File: src/rtl/tmds_video_timing.sv
// Pixel-clock video timing generator: qualifies the TMDS PLL lock, then runs
// the raster counters and emits registered hsync/vsync/DE/x/y for the encoder.
module tmds_video_timing #(
  parameter int unsigned H_ACTIVE  = 1280,
  parameter int unsigned H_FP      = 110,
  parameter int unsigned H_SYNC    = 40,
  parameter int unsigned H_BP      = 220,
  parameter int unsigned V_ACTIVE  = 720,
  parameter int unsigned V_FP      = 5,
  parameter int unsigned V_SYNC    = 5,
  parameter int unsigned V_BP      = 20,
  parameter int unsigned HS_POL    = 1,
  parameter int unsigned VS_POL    = 1,
  parameter int unsigned LOCK_WAIT = 1024
) (
  input  logic        clkin,
  input  logic        reset,
  input  logic        lock,
  output logic        hsync,
  output logic        vsync,
  output logic        de,
  output logic [11:0] x,
  output logic [11:0] y,
  output logic        frame_start,
  output logic        timing_active
);

  localparam int unsigned CW      = 12;
  localparam int unsigned H_TOTAL = H_ACTIVE + H_FP + H_SYNC + H_BP;
  localparam int unsigned V_TOTAL = V_ACTIVE + V_FP + V_SYNC + V_BP;
  localparam int unsigned LCW     = (LOCK_WAIT > 1) ? $clog2(LOCK_WAIT) : 1;

  localparam logic [CW-1:0]  H_LAST    = CW'(H_TOTAL - 1);
  localparam logic [CW-1:0]  V_LAST    = CW'(V_TOTAL - 1);
  localparam logic [CW-1:0]  H_ACT     = CW'(H_ACTIVE);
  localparam logic [CW-1:0]  V_ACT     = CW'(V_ACTIVE);
  localparam logic [CW-1:0]  HS_START  = CW'(H_ACTIVE + H_FP);
  localparam logic [CW-1:0]  HS_END    = CW'(H_ACTIVE + H_FP + H_SYNC);
  localparam logic [CW-1:0]  VS_START  = CW'(V_ACTIVE + V_FP);
  localparam logic [CW-1:0]  VS_END    = CW'(V_ACTIVE + V_FP + V_SYNC);
  localparam logic [LCW-1:0] LOCK_LAST = LCW'(LOCK_WAIT - 1);
  localparam logic           HS_ON     = 1'(HS_POL);
  localparam logic           VS_ON     = 1'(VS_POL);

  // Elaboration-time guard: totals must fit the 12-bit counters.
  if (H_TOTAL > 4095 || V_TOTAL > 4095 || LOCK_WAIT < 1) begin : g_bad_params
    $error("tmds_video_timing: invalid timing parameters");
  end

  typedef enum logic {
    WAIT_LOCK = 1'b0,
    RUN       = 1'b1
  } state_t;

  state_t          state, state_n;
  logic [LCW-1:0]  lock_cnt, lock_cnt_n;
  logic [CW-1:0]   h_cnt, h_cnt_n;
  logic [CW-1:0]   v_cnt, v_cnt_n;
  logic            lock_m, lock_s;
  logic            run_ok;
  logic            de_pix;

  // Two-flop synchroniser for the asynchronous PLL lock.
  always_ff @(posedge clkin) begin
    if (reset) begin
      lock_m <= 1'b0;
      lock_s <= 1'b0;
    end else begin
      lock_m <= lock;
      lock_s <= lock_m;
    end
  end

  // State, lock qualifier and raster counter registers.
  always_ff @(posedge clkin) begin
    if (reset) begin
      state    <= WAIT_LOCK;
      lock_cnt <= '0;
      h_cnt    <= '0;
      v_cnt    <= '0;
    end else begin
      state    <= state_n;
      lock_cnt <= lock_cnt_n;
      h_cnt    <= h_cnt_n;
      v_cnt    <= v_cnt_n;
    end
  end

  // Next-state: qualify lock, then walk the raster; lock loss beats wrap.
  always_comb begin
    state_n    = state;
    lock_cnt_n = lock_cnt;
    h_cnt_n    = h_cnt;
    v_cnt_n    = v_cnt;
    run_ok     = 1'b0;
    case (state)
      WAIT_LOCK: begin
        h_cnt_n = '0;
        v_cnt_n = '0;
        if (!lock_s) begin
          lock_cnt_n = '0;
        end else if (lock_cnt == LOCK_LAST) begin
          state_n    = RUN;
          lock_cnt_n = '0;
        end else begin
          lock_cnt_n = lock_cnt + LCW'(1);
        end
      end
      RUN: begin
        if (!lock_s) begin
          state_n    = WAIT_LOCK;
          lock_cnt_n = '0;
          h_cnt_n    = '0;
          v_cnt_n    = '0;
        end else begin
          run_ok = 1'b1;
          if (h_cnt == H_LAST) begin
            h_cnt_n = '0;
            v_cnt_n = (v_cnt == V_LAST) ? '0 : v_cnt + CW'(1);
          end else begin
            h_cnt_n = h_cnt + CW'(1);
          end
        end
      end
      default: state_n = WAIT_LOCK;
    endcase
  end

  assign de_pix = (h_cnt < H_ACT) && (v_cnt < V_ACT);

  // Registered decode; idles at reset values unless running with lock present.
  always_ff @(posedge clkin) begin
    if (reset || !run_ok) begin
      hsync         <= ~HS_ON;
      vsync         <= ~VS_ON;
      de            <= 1'b0;
      x             <= '0;
      y             <= '0;
      frame_start   <= 1'b0;
      timing_active <= 1'b0;
    end else begin
      hsync         <= (h_cnt >= HS_START && h_cnt < HS_END) ? HS_ON : ~HS_ON;
      vsync         <= (v_cnt >= VS_START && v_cnt < VS_END) ? VS_ON : ~VS_ON;
      de            <= de_pix;
      x             <= de_pix ? h_cnt : '0;
      y             <= de_pix ? v_cnt : '0;
      frame_start   <= (h_cnt == '0) && (v_cnt == '0);
      timing_active <= 1'b1;
    end
  end

endmodule

File: config.mk
export PLATFORM = sky130hd
export DESIGN_NAME = tmds_video_timing
export DESIGN_NICKNAME = d
export VERILOG_FILES = /design/src/rtl/tmds_video_timing.sv
export SDC_FILE = /design/constraint.sdc
export NUM_CORES = 1
export LEC_CHECK = 0
export ABC_AREA = 1
export BUFFER_PORTS_ARGS = -buffer_cell sky130_fd_sc_hd__buf_2
export CAP_MARGIN = 20
export CORE_MARGIN = 4
export CORE_UTILIZATION = 40
export DETAILED_ROUTE_END_ITERATION = 6
export MAX_ROUTING_LAYER = met4
export PLACE_DENSITY = 0.59
export SLEW_MARGIN = 20
export SYNTH_ARGS = -nofsm -noshare
export SYNTH_HDL_FRONTEND = slang
export SYNTH_SLANG_ARGS = --single-unit
export TNS_END_PERCENT = 100
File: constraint.sdc
create_clock -name clkin -period 1.9 [get_ports clkin]
set_input_delay 0.19 -clock clkin [delete_from_list [all_inputs] [get_ports clkin]]
set_output_delay 0.19 -clock clkin [all_outputs]
set_load 0.03 [all_outputs]
Word-level counts from Yosys, hierarchy flattened --
Cells that the tools add are included.
Word-level totals: register bits 66, input bits 3, output and inout port bits 29
Cells by class: add/sub/neg operators 3, $lt $le $gt $ge 6, equal/unequal tests 5, mux-type cells 19, bitwise logic cells 2, reductions and logical operators 9
Operators with widths (count):
- 12-bit two-way mux | 5
- 12-bit case mux with 2 select lines | 2
- 10-bit two-way mux | 3
- 12-bit by 1-bit adder with 12-bit output, second input constant | 2
- 12-bit logical NOT | 2
- 12-bit by 10-bit less-than comparator with 1-bit output, second input constant | 2
- 12-bit by 11-bit less-than comparator with 1-bit output, second input constant | 2
- 10-bit case mux with 2 select lines | 1
- 12-bit by 10-bit equality test with 1-bit output, second input constant | 1
- 12-bit by 11-bit equality test with 1-bit output, second input constant | 1
- 12-bit by 10-bit >= comparator with 1-bit output, second input constant | 1
- 12-bit by 11-bit >= comparator with 1-bit output, second input constant | 1
- 10-bit by 1-bit adder with 10-bit output, second input constant | 1
- 10-bit equality test, second input constant | 1
- 1-bit two-way mux | 7
- 1-bit logical AND | 4
- 3-bit by 2-bit != test with 1-bit output, second input constant | 1
- 2-bit != test, second input constant | 1
- 1-bit NOT | 2
- 1-bit case mux with 2 select lines | 1
- 2-bit OR reduction | 1
- 1-bit logical NOT | 1
- 1-bit logical OR | 1

Logic depth before layout (Yosys ltp) --
word-level depth 5, gate-level depth with buffers 10

Worst setup path before layout --
No wires, ideal clock.
path type register -> register, start point reg lock_cnt[0], end point reg lock_cnt[2], setup time 0.122 ns, data arrival time 1.165 ns, required time 1.778 ns, setup slack 0.613 ns, cell stages (with the launch flop) 7, period minus slack after synthesis 1.287 ns, path through dfxtp_1 -> ha_1 -> nand4_1 -> nor2_1 -> nand3_1 -> nand3_2 -> o21ai_0
On the way: longest elaborated chain between the ends 4, elaborated cells between the ends (all ways) 5, classes of those cells add/sub (1); eq/ne (1); mux (3)
RTL lines:
- start: declaration | RTL line 56 | logic [LCW-1:0] lock_cnt, lock_cnt_n;
- start signal: assignment | RTL line 83 | lock_cnt <= lock_cnt_n;
- 10-bit by 1-bit adder with 10-bit output or 10-bit equality test (tied branches) | RTL line 106, 102
- 10-bit two-way mux * | RTL line 102 | end else if (lock_cnt == LOCK_LAST) begin
- 10-bit two-way mux * | RTL line 100 | if (!lock_s) begin
- 10-bit case mux with 2 select lines * | RTL line 96 | case (state)
Mark *: on every way between the ends. The rest lies on a longest branch, timed or not. A chain may end at the register's enable or synchronous reset.

Worst setup path in the final report --
start point reg h_cnt[1], end point reg v_cnt[10]
On the way: longest elaborated chain between the ends 2
RTL lines:
- start: declaration | RTL line 57 | logic [CW-1:0] h_cnt, h_cnt_n;
- start signal: assignment | RTL line 84 | h_cnt <= h_cnt_n;
- 12-bit by 11-bit equality test with 1-bit output | RTL line 117 | if (h_cnt == H_LAST) begin
- 3-bit by 2-bit != test with 1-bit output (no line)
- end signal: assignment | RTL line 85 | v_cnt <= v_cnt_n;
- end: declaration | RTL line 58 | logic [CW-1:0] v_cnt, v_cnt_n;
No other way between the ends.

==> results.sh <==
export IMPL_syn_cell_area_um2=2790
export IMPL_grt_first_pass_wirelength_mm=10.1
export IMPL_fp_dieW_um=91.4
export IMPL_place_port_buffers=31
export IMPL_fmax_ghz=0.632
export IMPL_grt_max_degree=15
export IMPL_cts_made_buffers=9
export IMPL_yosysTopAreaCell="dfxtp_1"
export IMPL_p_int_mw=2.10
export IMPL_synth_edf_count=0
export IMPL_place_ws_ns=0.323
export IMPL_power_density_nw_per_um2=799
export IMPL_arrival_ns=1.81
export IMPL_cts_buffer_depth=2
export IMPL_gr_usage_all_layers=0.155
export IMPL_comb_power_share=0.011
export IMPL_fin_setup_tns_ns=0
export IMPL_cts_root_buffer="clkbuf_8"
export IMPL_cts_resized=0
export IMPL_total_power_mw=2.61
export IMPL_synth_top_area_share=0.474
export IMPL_ys_async_sr_fraction=0
export IMPL_hold_viol=0
export IMPL_antenna_found_initial=0
export IMPL_placed_cell_area_um2=3060
export IMPL_gp_congestion=0.863
export IMPL_period_needed_ns=1.58
export IMPL_cts_sinks=66
export IMPL_clk_pin_slew_ns=0.06
export IMPL_drive_above_1_share=0.163
export IMPL_wire_per_inst_um=11.1
export IMPL_io_pins=32
export IMPL_finalCoreUtilization=0.481
export IMPL_drc=0
export IMPL_fin_area_um2=3270
export IMPL_cp_max_fo=14
export IMPL_die_area_um2=8360
export IMPL_whs_ns=0.0649
export IMPL_clockPowerShare=0.456
export IMPL_yosysSeqAreaShare=0.474
export IMPL_stdcell_count=507
export IMPL_antenna_cells=0
export IMPL_seqPwrFrac=0.533
export IMPL_initial_core_util=0.410
export IMPL_cp_start_kind="register"
export IMPL_coreArea_um2=6790
export IMPL_cts_hold_buf=0
export IMPL_fin_skew_ns=0.00517
export IMPL_synth_flop_cell="dfxtp_1"
export IMPL_drv_cap=0
export IMPL_grt_overflow=0
export IMPL_setup_ws_ns=0.317
export IMPL_synthTopCellsByArea="dfxtp_1 (47%), nand2_1 (9.8%), nor2_1 (8.1%)"
export IMPL_hp_class="in -> reg"
export IMPL_crit_type="reg -> reg"
export IMPL_switching_share=0.194
export IMPL_cts_max_level=3
export IMPL_grt_pass1_vias=2178
export IMPL_dieHeight_um=91.4
export IMPL_cts_tree="yes"
export IMPL_timing_final_crit_share=0.833
export IMPL_postRouteAntennaNets=0
export IMPL_routed_wl_mm=5.62
export IMPL_outcome="completed"
export IMPL_setup_violations_final=0
export IMPL_ir_drop_mv=0.335
export IMPL_cp_end_kind="register"
export IMPL_drt_pre_antenna_iters=4
export IMPL_place_hpwl_mm=4.19
export IMPL_vias=2305
export IMPL_dpl_cell_count=492
export IMPL_cts_setup_buffers=0
export IMPL_switchingPower_uw=508
export IMPL_clock_latency_ns=0.33
export IMPL_slew_viol_final=0
export IMPL_p_leak_nw=1.38
export IMPL_required_ns=2.12
export IMPL_yosys_warnings=0
export IMPL_synth_seq_cells=66
export IMPL_viasPerCell=4.55
export IMPL_rsz0062_at_grt="false"
export IMPL_first_iter_violations=147
export IMPL_rows=30
export IMPL_synth_cells=364
export IMPL_syn_to_final_growth_pct=17.3
export IMPL_yosysUniqueCellTypes=31
export IMPL_layout_nets=418
export IMPL_synth_area_per_cell_um2=7.65
==> worst paths after layout <==
kind | slack [ns] | depth (start not counted) | to | start
setup reg to reg | 0.32 | 9 | v_cnt[10] | h_cnt[1]
hold / removal | 0.06 | 3 | lock_m | lock
hold reg to reg | 0.40 | 2 | lock_s | lock_m
setup / recovery | 0.32 | 9 | v_cnt[10] | h_cnt[1]
==> metal layers <==
| metal | part of all wire | global-route usage |
|---|---|---|
| met1 | 0.51 | 0.197 |
| met2 | 0.44 | 0.225 |
| met3 | 0.038 | 0.0348 |
| met4 | 0.019 | 0.0879 |
| met5 | 0 | - |
==> cells in the mapped netlist, types with 3 or more instances <==
library cell,n
nand3_1,23
nand2_1,73
dfxtp_1,66
buf_4,3
inv_2,4
ha_1,8
nor3_4,3
nand3_2,3
a21oi_1,15
o21ai_0,11
nor2_2,3
nor3_1,6
nor2_1,60
xor2_1,8
nand4_1,6
o22ai_1,4
inv_1,50
==> worst max-delay path: stages (launching register included) <==
cell and delay, ns:
dfxtp_1 0.33, inv_1 0.09, ha_1 0.16, nand2_1 0.05, nor2_1 0.12, nand3_2 0.16
nand3_2 0.30, inv_1 0.14, nand2_1 0.08, nand2_1 0.05
==> cells by family (layout without fill, tap and decap cells) <==
group | Yosys count | count (layout) | synth area share
simple gates | 185 | 185 | 0.302
flops | 66 | 66 | 0.474
buf+inv | 60 | 105 | 0.0885
compound gates | 35 | 35 | 0.0692
xor+xnor | 9 | 9 | 0.0283
fa+ha+maj | 8 | 8 | 0.0359
other cells | 1 | 3 | 0.00135
==> sequential cells by signal, indices dropped and copies added, names as in the netlist <==
| register | count |
|---|---|
| h_cnt | 12 |
| v_cnt | 12 |
| de | 1 |
| state | 1 |
| vsync | 1 |
| lock_s | 1 |
| frame_start | 1 |
| y | 12 |
| x | 12 |
| lock_m | 1 |
| lock_cnt | 10 |
| timing_active | 1 |
| hsync | 1 |
==> power by group through the flow <==
stage	Combinational, mW	Sequential (mW)	Clock [mW]
after detailed placement	0.0281	1.42	0
after global routing	0.0312	1.39	1.29
final	0.0278	1.39	1.19
after CTS	0.0282	1.39	1.22
after floorplan	0.0110	1.43	0
after global placement	0.0283	1.42	0
==> layout by cell type, fill, tap and decap left out, drive strengths merged <==
cell type and instances:
buf 36, xor2 8, a21oi 15, nor3b 1, clkinv 1, bufinv 1
nor3 9, ha 8, inv 54, nor2 64, conb 3, o21ai 12
xnor2 1, o211ai 1, o22ai 4, clkbuf 13, a211oi 1, nand3b 1
nand2 76, dfxtp 66, nand4 6, nand3 26, o2111ai 2, nor4 2
==> cell type report <==
cell class	instances	area, µm²
fillers	693	3530
flip-flops and latches	66	1320
multi-input cells	240	1220
inverters	54	203
repair buffers	36	193
clock buffers	13	169
well taps	96	120
clock inverters	2	35.0
(Power assumes the default switching activity.)
